--- src/rtl/reel_spin_ctrl.sv ---
// reel_spin_ctrl: three-reel spin animator driven by the SPI command decoder.
//
// Animates three reels that step through NUM_SYMBOLS symbols, stops them in
// staggered order (1, 2, 3) on the latched target indices, holds the credit
// values for the display and returns a one-cycle done acknowledge.
//
// Optional feature: define REEL_DECEL_EN to run each reel at half speed during
// its final lap (advance on every second step tick only).
//
// Ports:
//   clk, reset_n                   system clock, asynchronous active-low reset
//   start_spin                     one-cycle spin request (accepted in IDLE only)
//   reel1_idx..reel3_idx           target stop positions (clamped to NUM_SYMBOLS-1)
//   is_win, win_credits            win strobe and value
//   is_total, total_credits        balance strobe and value
//   reel1_pos..reel3_pos           currently displayed symbol per reel
//   spinning                       high while in SPIN
//   done                           one-cycle pulse after the last reel stops
//   win_disp, total_disp           displayed win and balance
module reel_spin_ctrl #(
    parameter int unsigned NUM_SYMBOLS = 10,
    parameter int unsigned STEP_DIV    = 250000,
    parameter int unsigned MIN_LAPS    = 2
) (
    input  logic        clk,
    input  logic        reset_n,
    input  logic        start_spin,
    input  logic [3:0]  reel1_idx,
    input  logic [3:0]  reel2_idx,
    input  logic [3:0]  reel3_idx,
    input  logic        is_win,
    input  logic [11:0] win_credits,
    input  logic        is_total,
    input  logic [11:0] total_credits,
    output logic [3:0]  reel1_pos,
    output logic [3:0]  reel2_pos,
    output logic [3:0]  reel3_pos,
    output logic        spinning,
    output logic        done,
    output logic [11:0] win_disp,
    output logic [11:0] total_disp
);

    localparam int unsigned     DivW    = (STEP_DIV > 2) ? $clog2(STEP_DIV) : 1;
    localparam logic [DivW-1:0] DivLast = DivW'(STEP_DIV - 1);
    localparam logic [3:0]      PosLast = 4'(NUM_SYMBOLS - 1);
    localparam logic [3:0]      LapsMax = 4'd15;

    typedef enum logic [1:0] {StIdle, StSpin, StDone} state_e;

    state_e          state_q, state_d;
    logic [DivW-1:0] div_q, div_d;
    logic [2:0][3:0] pos_q, pos_d;
    logic [2:0][3:0] tgt_q, tgt_d;
    logic [2:0][3:0] laps_q, laps_d;
    logic [2:0]      moving_q, moving_d;
    logic [11:0]     win_q, win_d;
    logic [11:0]     pend_q, pend_d;
    logic            pend_vld_q, pend_vld_d;
    logic [11:0]     total_q, total_d;
    logic            tick;
    logic            order_ok;
    logic [2:0]      adv;
`ifdef REEL_DECEL_EN
    logic [2:0]      tog_q, tog_d;
`endif

    function automatic logic [3:0] clamp_tgt(input logic [3:0] idx);
        return (32'(idx) >= NUM_SYMBOLS) ? PosLast : idx;
    endfunction

    // Reel n (0-based here) needs MIN_LAPS + n completed laps before it may stop.
    function automatic logic lap_met(input logic [3:0] laps, input int unsigned reel);
        return 32'(laps) >= (MIN_LAPS + reel);
    endfunction

    always_comb begin
        state_d    = state_q;
        div_d      = div_q;
        pos_d      = pos_q;
        tgt_d      = tgt_q;
        laps_d     = laps_q;
        moving_d   = moving_q;
        win_d      = win_q;
        pend_d     = pend_q;
        pend_vld_d = pend_vld_q;
        total_d    = total_q;
        adv        = '0;
        order_ok   = 1'b1;
`ifdef REEL_DECEL_EN
        tog_d      = tog_q;
`endif
        tick = (state_q == StSpin) && (div_q == DivLast);

        if (is_total) begin
            total_d = total_credits;
        end

        unique case (state_q)
            StIdle: begin
                if (start_spin) begin
                    state_d    = StSpin;
                    tgt_d[0]   = clamp_tgt(reel1_idx);
                    tgt_d[1]   = clamp_tgt(reel2_idx);
                    tgt_d[2]   = clamp_tgt(reel3_idx);
                    div_d      = '0;
                    laps_d     = '0;
                    moving_d   = 3'b111;
                    win_d      = '0;
                    // A win arriving with the spin request is held until the reels stop.
                    pend_d     = win_credits;
                    pend_vld_d = is_win;
`ifdef REEL_DECEL_EN
                    tog_d      = '0;
`endif
                end else if (is_win) begin
                    win_d = win_credits;
                end
            end

            StSpin: begin
                div_d = tick ? '0 : div_q + 1'b1;
                if (is_win) begin
                    pend_d     = win_credits;
                    pend_vld_d = 1'b1;
                end
                if (tick) begin
                    for (int unsigned i = 0; i < 3; i++) begin
                        if (moving_q[i]) begin
`ifdef REEL_DECEL_EN
                            // Final lap: skip one tick, advance on the next.
                            if (lap_met(laps_q[i], i)) begin
                                tog_d[i] = ~tog_q[i];
                                adv[i]   = tog_q[i];
                            end else begin
                                adv[i] = 1'b1;
                            end
`else
                            adv[i] = 1'b1;
`endif
                            if (adv[i]) begin
                                pos_d[i] = (pos_q[i] == PosLast) ? 4'd0 : pos_q[i] + 4'd1;
                                if (pos_q[i] == PosLast && laps_q[i] != LapsMax) begin
                                    laps_d[i] = laps_q[i] + 4'd1;
                                end
                                // A reel may only stop once every lower-numbered reel has.
                                if (order_ok && pos_d[i] == tgt_q[i] && lap_met(laps_d[i], i)) begin
                                    moving_d[i] = 1'b0;
                                end
                            end
                        end
                        order_ok = ~moving_d[i];
                    end
                    if (moving_d == 3'b000) begin
                        state_d = StDone;
                    end
                end
            end

            StDone: begin
                state_d    = StIdle;
                // Reveal the win on the edge that enters IDLE.
                if (is_win) begin
                    win_d = win_credits;
                end else if (pend_vld_q) begin
                    win_d = pend_q;
                end
                pend_vld_d = 1'b0;
            end

            default: state_d = StIdle;
        endcase
    end

    always_ff @(posedge clk or negedge reset_n) begin
        if (!reset_n) begin
            state_q    <= StIdle;
            div_q      <= '0;
            pos_q      <= '0;
            tgt_q      <= '0;
            laps_q     <= '0;
            moving_q   <= '0;
            win_q      <= '0;
            pend_q     <= '0;
            pend_vld_q <= 1'b0;
            total_q    <= '0;
`ifdef REEL_DECEL_EN
            tog_q      <= '0;
`endif
        end else begin
            state_q    <= state_d;
            div_q      <= div_d;
            pos_q      <= pos_d;
            tgt_q      <= tgt_d;
            laps_q     <= laps_d;
            moving_q   <= moving_d;
            win_q      <= win_d;
            pend_q     <= pend_d;
            pend_vld_q <= pend_vld_d;
            total_q    <= total_d;
`ifdef REEL_DECEL_EN
            tog_q      <= tog_d;
`endif
        end
    end

    assign reel1_pos  = pos_q[0];
    assign reel2_pos  = pos_q[1];
    assign reel3_pos  = pos_q[2];
    assign spinning   = (state_q == StSpin);
    assign done       = (state_q == StDone);
    assign win_disp   = win_q;
    assign total_disp = total_q;

endmodule

--- config.mk ---
export PLATFORM = sky130hd
export DESIGN_NAME = reel_spin_ctrl
export DESIGN_NICKNAME = d
export VERILOG_FILES = /design/src/rtl/reel_spin_ctrl.sv
export SDC_FILE = /design/constraint.sdc
export NUM_CORES = 1
export LEC_CHECK = 0
export CAP_MARGIN = 5
export CORE_MARGIN = 2
export CORE_UTILIZATION = 54
export DETAILED_ROUTE_END_ITERATION = 8
export PLACE_DENSITY = 0.91
export SLEW_MARGIN = 15
export SYNTH_ARGS = -nofsm -noshare
export SYNTH_HDL_FRONTEND = slang
export SYNTH_SLANG_ARGS = --single-unit
--- constraint.sdc ---
create_clock -name clk -period 2.4 [get_ports clk]
set_input_delay 0.48 -clock clk [delete_from_list [all_inputs] [get_ports clk]]
set_output_delay 0.48 -clock clk [all_outputs]
set_load 0.03 [all_outputs]
==> flow_metrics.tcl <==
set metrics [dict create \
    outcome "finished, final reports clean" \
    layout_setup_ws_ns 0.0607 \
    core_sq_mm 0.00920 \
    rsz0062_at_grt "true" \
    grt_util_met3_pct 3.61 \
    crit_fanout 6 \
    ir_drop_mv 0.686 \
    seqCellArea_sq_mm 0.00240 \
    start_kind "flip-flop" \
    cts_sinks 96 \
    diodes 0 \
    viasPerCell 5.89 \
    tightest_slew_ns 0.578 \
    synth.net_count 570 \
    clockRootBuffer "clkbuf_8" \
    dieArea_sq_mm 0.0102 \
    power_frac_seq_pct 41.0 \
    synth_top_area_share_pct 47.2 \
    die_w_um 101 \
    vias 4289 \
    ys_async_sr_fraction_pct 100 \
    setup_total_negative_slack_ns 0 \
    grt_pass1_vias 4290 \
    fin_nets 661 \
    wl_per_cell_um 16.3 \
    postCtsHoldBufs 0 \
    avgSynthCellArea_sq_um 9.77 \
    nFillCells 660 \
    hold_slack_ns 0.0962 \
    fmax_mhz 427 \
    powerDensity_mw_per_mm2 866 \
    synth.distinct_cells 72 \
    cts_tree "built" \
    place_ws_ns -0.0200 \
    dpl.cell_count 709 \
    post-route-min-period_ns 2.34 \
    hp-class "input port to async pin" \
    ys.flop_type "dfrtp_1" \
    place.gp.congestion 0.873 \
    swShare_pct 39.1 \
    combPwrFrac_pct 40.4 \
    synth_commonest_cells "dfrtp_1 (96), nor2_1 (54), nand2_1 (53)" \
    stdcell_count 728 \
    p_sw_uw 2130 \
    row_count 35 \
    io_pins 79 \
    max_slew_margin_pct 61.5 \
    drtPass1Iterations 6 \
    drc 0 \
    cts_max_level 3 \
    p_leak_uw 0.00266 \
    grt_antenna_before_repair 0 \
    ys_ff_latch 96 \
    ys_seq_area_share_pct 47.2 \
    skew_ns 0.0100 \
    yosysWarningCount 0 \
    gr-total-overflow 0 \
    cp.arrival_ns 2.60 \
    hold_viol_final 0 \
    finalCoreUtilization_pct 68.4 \
    grt_pass1_wl_um 19700 \
    grt_use_met1_pct 31.1 \
    finalWirelength_um 11800 \
    cp-end-kind "flip-flop" \
    path_clk_slew_ns 0.09 \
    synth_top_area_cell "dfrtp_1" \
    numPortBuffers 78 \
    crit_type "flip-flop to flip-flop" \
    drive_above_1_share_pct 15.1 \
    grt_usage_pct 24.0 \
    ys_top_cells_by_area "dfrtp_1 (47%), mux2_2 (6.2%), nor2_1 (4.0%)" \
    clockPowerShare_pct 18.6 \
    drt_iter0_markers 254 \
    worstPathRequired_ns 2.66 \
    clock_path_buffers 2 \
    grt_use_met2_pct 40.9 \
    ant_nets 0 \
    p_int_uw 3320 \
    grt_max_degree 45 \
    area_delta_synth_final_pct 23.5 \
    setup_viol 0 \
    clk_latency_ns 0.37 \
    yosysMostFrequentCell "dfrtp_1" \
    dp_hpwl_um 8510 \
    max_cap_viol_count 0 \
    fin_crit_sh_pct 97.5 \
    floorplan.initialDensity_pct 55.4 \
    synthCells 521 \
    synth_edf_count 0 \
    multi_input_area_sq_mm 0.00254 \
    synth_area_sq_mm 0.00509 \
    top_usage_layer "met2" \
    cts_buffers 9 \
    slew_viol_final 0 \
    die_h_um 101 \
]
-- cell usage in the layout, fill, tap and decap left out, types with 5 or more instances in the layout --
master and n:
and3_1 8, ha_1 8, dfrtp_1 95, nor2_1 54, nor2b_1 6, o31ai_1 5
nor3_1 11, a22oi_1 14, nand3_1 16, xnor2_1 15, nand2_1 53, nand4_1 6
buf_4 23, xor2_1 9, clkbuf_8 9, mux2_2 28, a21oi_1 32, nand2b_1 18
o21ai_0 30, inv_1 16, clkdlybuf4s50_1 75
-- metal layers --
layer	vias up	wire, um
met5	-	0
met4	0	282
met3	33	446
met2	119	6240
met1	2106	4880
li1	2031	-
-- critical path, stage by stage, from the launching register on --
cell and delay [ns]:
dfrtp_1 0.44, nor4_2 0.30, nand4b_1 0.21, or4_4 0.51, a21oi_4 0.23, nand2_2 0.11, a21o_1 0.18, mux2_4 0.25
-- kinds of logic after synthesis --
group | count (synthesis) | synth area share [%]
buffers and inverters | 37 | 3.34
AO/OA/AOI/OAI | 118 | 15.3
multiplexers | 33 | 7.27
adder cells (fa/ha/maj) | 8 | 1.97
XOR/XNOR | 24 | 4.13
flip-flops | 96 | 47.2
AND/OR/NAND/NOR | 205 | 20.8
-- what timing repair did --
item                       in CTS  in global routing
pin swaps                       0                  4
resized for setup               1                  6
setup endpoints to repair       1                  9
setup buffers                   0                  3
-- through the flow --
| stage | total power [uW] | cell area, sq um |
|---|---|---|
| global route | 5800 | 6290 |
| detailed placement | 4430 | 6060 |
| floorplan | 3690 | 5090 |
| CTS | 5450 | 6240 |
| global placement | 4320 | 6060 |
| finish | 5450 | 6290 |
-- registers in the layout (all words and copies together), names as in the netlist, 4 cells and up --
register	flops
div_q	18
laps_q	12
pend_q	12
tgt_q	12
total_disp	12
win_disp	12
reel1_pos	4
reel2_pos	4
reel3_pos	4
-- final timing paths --
path | cells after the start | slack, ns | from | end
max | 7 | 0.06 | div_q[11] | laps_q[4]
min | 1 | 0.1 | reset_n | tgt_q[6]
min reg2reg | 2 | 0.51 | tgt_q[10] | tgt_q[10]
min in group clk | 2 | 0.51 | tgt_q[10] | tgt_q[10]
max in group asynchronous | 2 | 1.64 | reset_n | reel1_pos[2]
max reg2reg | 7 | 0.06 | div_q[11] | laps_q[4]
-- power by group through the flow --
stage | combinational, uW | clock (uW) | sequential, uW
after floorplan | 1230 | 0 | 2450
after CTS | 2190 | 1030 | 2230
after detailed placement | 2170 | 0 | 2270
final | 2200 | 1010 | 2230
after global routing | 2390 | 1110 | 2290
after global placement | 2070 | 0 | 2240
-- layout make-up --
cell class	count	area share, %
multi-input cells	388	40.4
flip-flops and latches	96	38.2
repair buffers	100	15.2
well taps	111	2.21
clock buffers	9	1.97
inverters	17	1.03
clock inverters	7	0.975
Note: power is estimated with default switching activity, not from simulation.
